### config.mk
export PLATFORM = sky130hd
export DESIGN_NAME = alu_sequencer
export DESIGN_NICKNAME = d
export VERILOG_FILES = /design/src/rtl/alu_sequencer.sv
export SDC_FILE = /design/constraint.sdc
export NUM_CORES = 1
export LEC_CHECK = 0
export CORE_ASPECT_RATIO = 2
export CORE_MARGIN = 4
export CORE_UTILIZATION = 42
export CTS_CLUSTER_DIAMETER = 50
export DETAILED_ROUTE_END_ITERATION = 12
export PLACE_DENSITY_LB_ADDON = 0.2
export SLEW_MARGIN = 10
export SYNTH_ARGS = -nofsm -noshare
export SYNTH_HDL_FRONTEND = slang
export SYNTH_SLANG_ARGS = --single-unit
### constraint.sdc
create_clock -name clk_i -period 1.8 [get_ports clk_i]
set_clock_uncertainty 0.2 [all_clocks]
set_input_delay 0.36 -clock clk_i [delete_from_list [all_inputs] [get_ports clk_i]]
set_output_delay 0.36 -clock clk_i [all_outputs]
set_load 0.005 [all_outputs]
### src/rtl/alu_sequencer.sv
// alu_sequencer: fetch/execute sequencer for the 4-bit ALU, owning the A/B registers,
// the carry/zero flags and a backpressured output port.
module alu_sequencer #(
   parameter int DATA_WIDTH = 4,
   parameter int OPERATION_CODE_WIDTH = 3
) (
   input  logic                            clk_i,
   input  logic                            rst_i,
   input  logic                            instr_valid_i,
   output logic                            instr_ready_o,
   input  logic [DATA_WIDTH+3:0]           instr_i,
   output logic [DATA_WIDTH-1:0]           alu_a_o,
   output logic [DATA_WIDTH-1:0]           alu_b_o,
   output logic [OPERATION_CODE_WIDTH-1:0] alu_oc_o,
   input  logic [DATA_WIDTH-1:0]           alu_result_i,
   input  logic                            alu_carry_i,
   output logic                            out_valid_o,
   input  logic                            out_ready_i,
   output logic [DATA_WIDTH-1:0]           out_data_o,
   output logic                            carry_o,
   output logic                            zero_o,
   output logic                            halted_o
);
   typedef enum logic [1:0] {S_FETCH, S_EXEC, S_OUT, S_HALT} state_t;
   state_t state;
   logic [DATA_WIDTH+3:0] ir;
   logic [3:0] op;
   logic [DATA_WIDTH-1:0] imm, a, b;
   assign op = ir[DATA_WIDTH+3:DATA_WIDTH];
   assign imm = ir[DATA_WIDTH-1:0];
   assign alu_a_o = a;
   assign alu_b_o = b;
   // the ALU sees a live opcode only while an ALU instruction is executing
   assign alu_oc_o = (state == S_EXEC && op[3]) ? op[OPERATION_CODE_WIDTH-1:0] : '0;
   always_ff @(posedge clk_i) begin
      if (rst_i) begin
         state <= S_FETCH;
         ir <= '0;
         a <= '0;
         b <= '0;
         carry_o <= 1'b0;
         zero_o <= 1'b1;
         out_data_o <= '0;
         out_valid_o <= 1'b0;
         halted_o <= 1'b0;
         instr_ready_o <= 1'b1;
      end else begin
         case (state)
            S_FETCH: if (instr_valid_i) begin
               ir <= instr_i;
               state <= S_EXEC;
               instr_ready_o <= 1'b0;
            end
            S_EXEC: begin
               state <= op == 4'h5 ? S_OUT : op == 4'h7 ? S_HALT : S_FETCH;
               instr_ready_o <= op != 4'h5 && op != 4'h7;
               out_valid_o <= op == 4'h5;
               halted_o <= op == 4'h7;
               if (op[3]) begin
                  a <= alu_result_i;
                  zero_o <= alu_result_i == '0;
                  if (op[2]) carry_o <= alu_carry_i;
               end else if (op == 4'h1) begin
                  a <= imm;
                  zero_o <= imm == '0;
               end else if (op == 4'h2) begin
                  b <= imm;
               end else if (op == 4'h3) begin
                  a <= b;
                  b <= a;
                  zero_o <= b == '0;
               end else if (op == 4'h5) begin
                  out_data_o <= a;
               end
            end
            S_OUT: if (out_ready_i) begin
               state <= S_FETCH;
               out_valid_o <= 1'b0;
               instr_ready_o <= 1'b1;
            end
            default: ;
         endcase
      end
   end
endmodule

After elaboration in Yosys (flattened, before gate mapping)
Index checks and enable logic that the tools add are counted.

word-level totals
  word-level logic and storage cells = 64
  latch bits = 0
  input port bits = 17
  flip-flop bits (word level) = 27
  memories = 0
  bits in writable memories = 0
  ROM bits = 0
  output and inout bits = 20

cells by class
  multipliers = 0
  add/subtract/negate cells = 0
  mux-type cells = 21
  bitwise operators = 4
  shifts and indexed selects = 0
  reduce and logical (&&, ||, !) cells = 17
  order comparisons = 0
  eq/ne operators = 12
  divide/modulo/power cells = 0

operator list
  kind                  count
  $mux W4               6
  $logic_not A4 Y1      3
  $reduce_and A3 Y1     3
  $eq A4 B2 Y1 const B  2
  $eq A4 B3 Y1 const B  2
  $mux W2               4
  $ne A4 B3 Y1 const B  2
  $mux W1               7
  $pmux W2 S3           1
  $reduce_and A6 Y1     1
  $reduce_bool A3 Y1    2
  $eq A4 B1 Y1 const B  1
  $ne A2 B2 Y1 const B  2
  $not A1 Y1            4
  $reduce_and A2 Y1     2
  $reduce_and A4 Y1     1
  $reduce_bool A2 Y1    2
  $mux W3               1
  $ne A3 B3 Y1 const B  1
  $pmux W1 S3           1
  $eq A2 B1 Y1 const B  1
  $eq A2 B2 Y1 const B  1
  $logic_and A1 B1 Y1   2
  $logic_not A2 Y1      1
  $pmux W1 S2           1

Depth between registers and ports, before layout
  depth in word-level cells = 5
  depth in mapped cells = 8
  mapped depth without buffers = 6

Least setup slack after synthesis
OpenSTA, ideal clock, no wires.

  path kind = register -> register
  start = reg state[1]
  end = reg zero_o
  arrival time = 1.537 ns
  cell stages (with the launch flop) = 8
  data required time = 1.476 ns
  path buffers = 2
  period minus slack after synthesis = 1.861 ns
  setup slack = -0.061 ns
  library setup time = 0.124 ns
  path through = dfxtp_1 > inv_1 > ha_1 > clkbuf_1 > o21ai_0 > buf_2 > and3b_1 > a2111o_1

between the ends
  cells in the longest elaborated chain, start to end = 2

ends and longest elaborated chain
  element                             RTL line  RTL
  from (decl)                         25        state_t state;
  from (signal assigned)              55        state <= op == 4'h5 ? S_OUT : op == 4'h7 ? S_HALT : S_FETCH;
  $eq A2 B1 Y1                        48        case (state)
  $reduce_and A3 Y1 (no source line)  --
  to (signal assigned)                42        zero_o <= 1'b1;
  to (signal assigned)                61        zero_o <= alu_result_i == '0;
  to (signal assigned)                65        zero_o <= imm == '0;
  to (decl)                           21        output logic zero_o,

No other way between the ends.
A chain may end at the register's enable or synchronous reset.

Worst setup path in the final report
  start = reg state[1]
  end = out alu_oc_o[0]

between the ends
  cells in the longest elaborated chain, start to end = 3

ends and longest elaborated chain
  element              RTL line  RTL
  $eq A2 B1 Y1         34        assign alu_oc_o = (state == S_EXEC && op[3]) ? op[OPERATION_CODE_WIDTH-1:0] : '0;
  $logic_and A1 B1 Y1  34
  $mux W3              34
  to (decl)            14        output logic [OPERATION_CODE_WIDTH-1:0] alu_oc_o,

No other way between the ends.

==> impl_metrics.env <==
export IMPL_result_of_the_run="complete, no violations"
export IMPL_synth_ff_latch_count=27
export IMPL_place_hpwl_mm=2.61
export IMPL_slew_viol_final=0
export IMPL_worst_min_delay_path_category="reg -> reg"
export IMPL_clockBufferDepth=2
export IMPL_route_antenna_remaining_nets=0
export IMPL_synth_area_leader_cell="sky130_fd_sc_hd__dfxtp_1"
export IMPL_wirelength_mm=3.45
export IMPL_ys_warn_count=0
export IMPL_maxCapViolations=0
export IMPL_grt_setup_unrepaired="yes"
export IMPL_r2r_start="state[1]"
export IMPL_rows=28
export IMPL_drt_wirelength_per_cell_um=15.2
export IMPL_r2r_end="zero_o"
export IMPL_grt_pass1_vias=1254
export IMPL_timing_critical_path_fanout_max=4
export IMPL_fp_coreArea_sq_mm=0.00298
export IMPL_finalSetupTns_ns=0
export IMPL_power_total_uw=1190
export IMPL_seq_area_frac_synth_pct=41.2
export IMPL_worst_r2r_path_cells=6
export IMPL_min_period_ns=1.75
export IMPL_wire_length_of_the_first_global_routing_pass_mm=5.62
export IMPL_clk_latency_ns=0.27
export IMPL_syn_area_per_cell_sq_um=8.81
export IMPL_area_of_the_mapped_netlist_sq_mm=0.00131
export IMPL_slew_headroom_pct=76.6
export IMPL_cp_arrival_ns=1.19
export IMPL_synthCells=149
export IMPL_drt_pass1_iter_count=4
export IMPL_top_level_ports=37
export IMPL_r2r_setup_slack_ns=0.07
export IMPL_setup_viol=0
export IMPL_hold_path_cell_count=2
export IMPL_leading_cell_types_in_the_layout_fill_and_taps_excluded="sky130_fd_sc_hd__clkdlybuf4s50_1 (33), sky130_fd_sc_hd__dfxtp_1 (18), sky130_fd_sc_hd__nand2_1 (16), sky130_fd_sc_hd__buf_4 (16), sky130_fd_sc_hd__a21oi_1 (15)"
export IMPL_tritoncts="done"
export IMPL_timing_setup_critical_path_class="reg -> out"
export IMPL_mappedNetlistNets=170
export IMPL_all_layer_gr_usage_pct=18.5
export IMPL_cts_root_buffer_cell="sky130_fd_sc_hd__clkbuf_8"
export IMPL_max_freq_ghz=0.571
export IMPL_tightest_slew_ns=0.350
export IMPL_cts_made_buffers=3
export IMPL_endpoint_kind="output pin"
export IMPL_antenna_found_initial=0
export IMPL_place_inst=222
export IMPL_via_per_inst=5.55
export IMPL_flow_area_growth_from_synthesis_pct=46.0
export IMPL_number_of_design_rule_violations_left_by_the_first_detailed_router_iteration=37
export IMPL_die_h_um=87.1
export IMPL_fp_dieW_um=47.5
export IMPL_post_synth_num_cell_types=34
export IMPL_worst_hold_startpoint="halted_o"
export IMPL_layout_cell_area_non_filler_sq_mm=0.00192
export IMPL_route_detailed_drc=0
export IMPL_placed_area_sq_mm=0.00180
export IMPL_clk_transition_reported_paths_ns=0.09
export IMPL_nNetsFinal=219
export IMPL_antenna_cells_inserted=0
export IMPL_hold_path_endpoint="halted_o"
export IMPL_port_buffers=36
export IMPL_post_route_cells_drive_above_1_share_pct=22.8
export IMPL_hold_worst_slack_ns=0.281
export IMPL_vdd_ir_drop_worst_uv=627
export IMPL_synth_top_cell_area_share_pct=41.2
export IMPL_p_per_area_mw_per_mm2=622
export IMPL_layout_filler_cells=239
export IMPL_power_leakage_uw=0.000741
export IMPL_period_share_pct=97.3
export IMPL_final_common_cell="sky130_fd_sc_hd__clkdlybuf4s50_1"
export IMPL_globalRouteOverflowTotal=0
export IMPL_hold_violations=0
export IMPL_place_congestion=0.860
export IMPL_final_instance_count_excl_fill=227
export IMPL_floorplan_initialDensity_pct=44.1
export IMPL_detailroute_via_count=1260
export IMPL_clkSinkCount=27
export IMPL_synthTopCellsByArea="sky130_fd_sc_hd__dfxtp_1 (41%), sky130_fd_sc_hd__a21oi_1 (5.7%), sky130_fd_sc_hd__mux2i_1 (4.6%)"
export IMPL_largest_net_degree_at_the_start_of_global_routing=32
export IMPL_cts_htree_levels=1
export IMPL_timing_critical_path_from_type="flop"
export IMPL_required_ns=1.24
export IMPL_floorplan_die_area_sq_mm=0.00414
-- repair_timing --
item / 4_1_cts / 5_1_grt
setup endpoints to repair: 12 / 20
buffers inserted: 1 / 0
resized for setup: 14 / 18
pin swaps: 0 / 2
hold buffers: 0 / 0
endpoints found under the hold margin: 0 / 0
-- worst max-delay path by stage --
stage             startpoint            end  slack, ns
6_report            state[1]    alu_oc_o[0]       0.05
5_1_grt             state[1]  out_data_o[1]     -0.006
4_1_cts             state[1]    alu_oc_o[2]      0.002
3_5_place_dp   instr_valid_i       state[0]      -0.07
3_3_place_gp   instr_valid_i       state[0]     -0.006
2_1_floorplan       state[1]         zero_o      0.006
-- worst max-delay path, stage by stage (launching register included) --
cell	delay [ns]
sky130_fd_sc_hd__dfxtp_2	0.35
sky130_fd_sc_hd__inv_2	0.05
sky130_fd_sc_hd__ha_4	0.16
sky130_fd_sc_hd__and3_4	0.16
sky130_fd_sc_hd__clkdlybuf4s15_2	0.20
-- synth_stat cells --
cell	n
sky130_fd_sc_hd__a21o_1	1
sky130_fd_sc_hd__a21oi_1	15
sky130_fd_sc_hd__nor3b_1	1
sky130_fd_sc_hd__or4_1	1
sky130_fd_sc_hd__nor2b_1	8
sky130_fd_sc_hd__a2111o_1	1
sky130_fd_sc_hd__a221oi_1	1
sky130_fd_sc_hd__and3_1	3
sky130_fd_sc_hd__o41ai_1	4
sky130_fd_sc_hd__nor4b_4	1
sky130_fd_sc_hd__and2b_1	4
sky130_fd_sc_hd__and2_1	1
sky130_fd_sc_hd__nor4_1	1
sky130_fd_sc_hd__o221ai_1	4
sky130_fd_sc_hd__and3b_1	1
sky130_fd_sc_hd__mux2i_1	6
sky130_fd_sc_hd__inv_1	3
sky130_fd_sc_hd__ha_1	4
sky130_fd_sc_hd__and4b_1	1
sky130_fd_sc_hd__nor3_1	1
sky130_fd_sc_hd__nand3b_1	5
sky130_fd_sc_hd__nand2b_1	2
sky130_fd_sc_hd__a211o_1	1
sky130_fd_sc_hd__buf_4	1
sky130_fd_sc_hd__a2111oi_1	1
sky130_fd_sc_hd__dfxtp_1	27
sky130_fd_sc_hd__nand3_1	8
sky130_fd_sc_hd__buf_6	1
sky130_fd_sc_hd__nand2_1	16
sky130_fd_sc_hd__buf_2	3
sky130_fd_sc_hd__nor2_1	9
sky130_fd_sc_hd__a211oi_1	4
sky130_fd_sc_hd__clkbuf_1	6
sky130_fd_sc_hd__o21ai_0	3
-- cell families after synthesis --
group | count (synthesis) | synth area share, %
buffers and inverters | 14 | 5.15
adders and majority gates | 4 | 3.81
and+or+nand+nor | 63 | 27.3
DFF | 27 | 41.2
muxes | 6 | 4.58
AOI/OAI and AO/OA | 35 | 18.0
-- layout make-up --
class | count | area [sq um] | area share, %
Clock buffer | 4 | 45.0 | 2.35
Inverter | 3 | 11.3 | 0.587
Multi-Input combinational cell | 108 | 757 | 39.5
Sequential cell | 27 | 552 | 28.8
Tap cell | 30 | 37.5 | 1.96
Timing Repair Buffer | 55 | 514 | 26.8
-- per-layer routing --
metal	routed length (um)	share of wire [%]	global-route usage, %
met1	1310	38	21.2
met3	97	2.8	2.28
met2	1980	57	33.3
met4	61	1.8	5.88
met5	0	0	0
-- flip-flops by register name (all words and copies together), names as in the netlist --
name / cells
state: 2
ir: 8
out_valid_o: 1
out_data_o: 4
alu_a_o: 4
instr_ready_o: 1
carry_o: 1
halted_o: 1
zero_o: 1
alu_b_o: 4
-- metrics by stage --
step	util [%]	setup slack (ns)
floorplan	-	0.00615
global placement	60.5	-0.00579
detailed placement	60.5	-0.0749
CTS	63.2	0.00217
global route	64.4	-0.00552
finish	64.4	0.0486
-- report_power, final --
group          total (uW)  switching, uW  internal [uW]
registers             642           22.9            619
logic                 212           96.9            115
clock network         338            180            158
total                1190            300            892
Note: power is estimated with default switching activity, not from simulation.
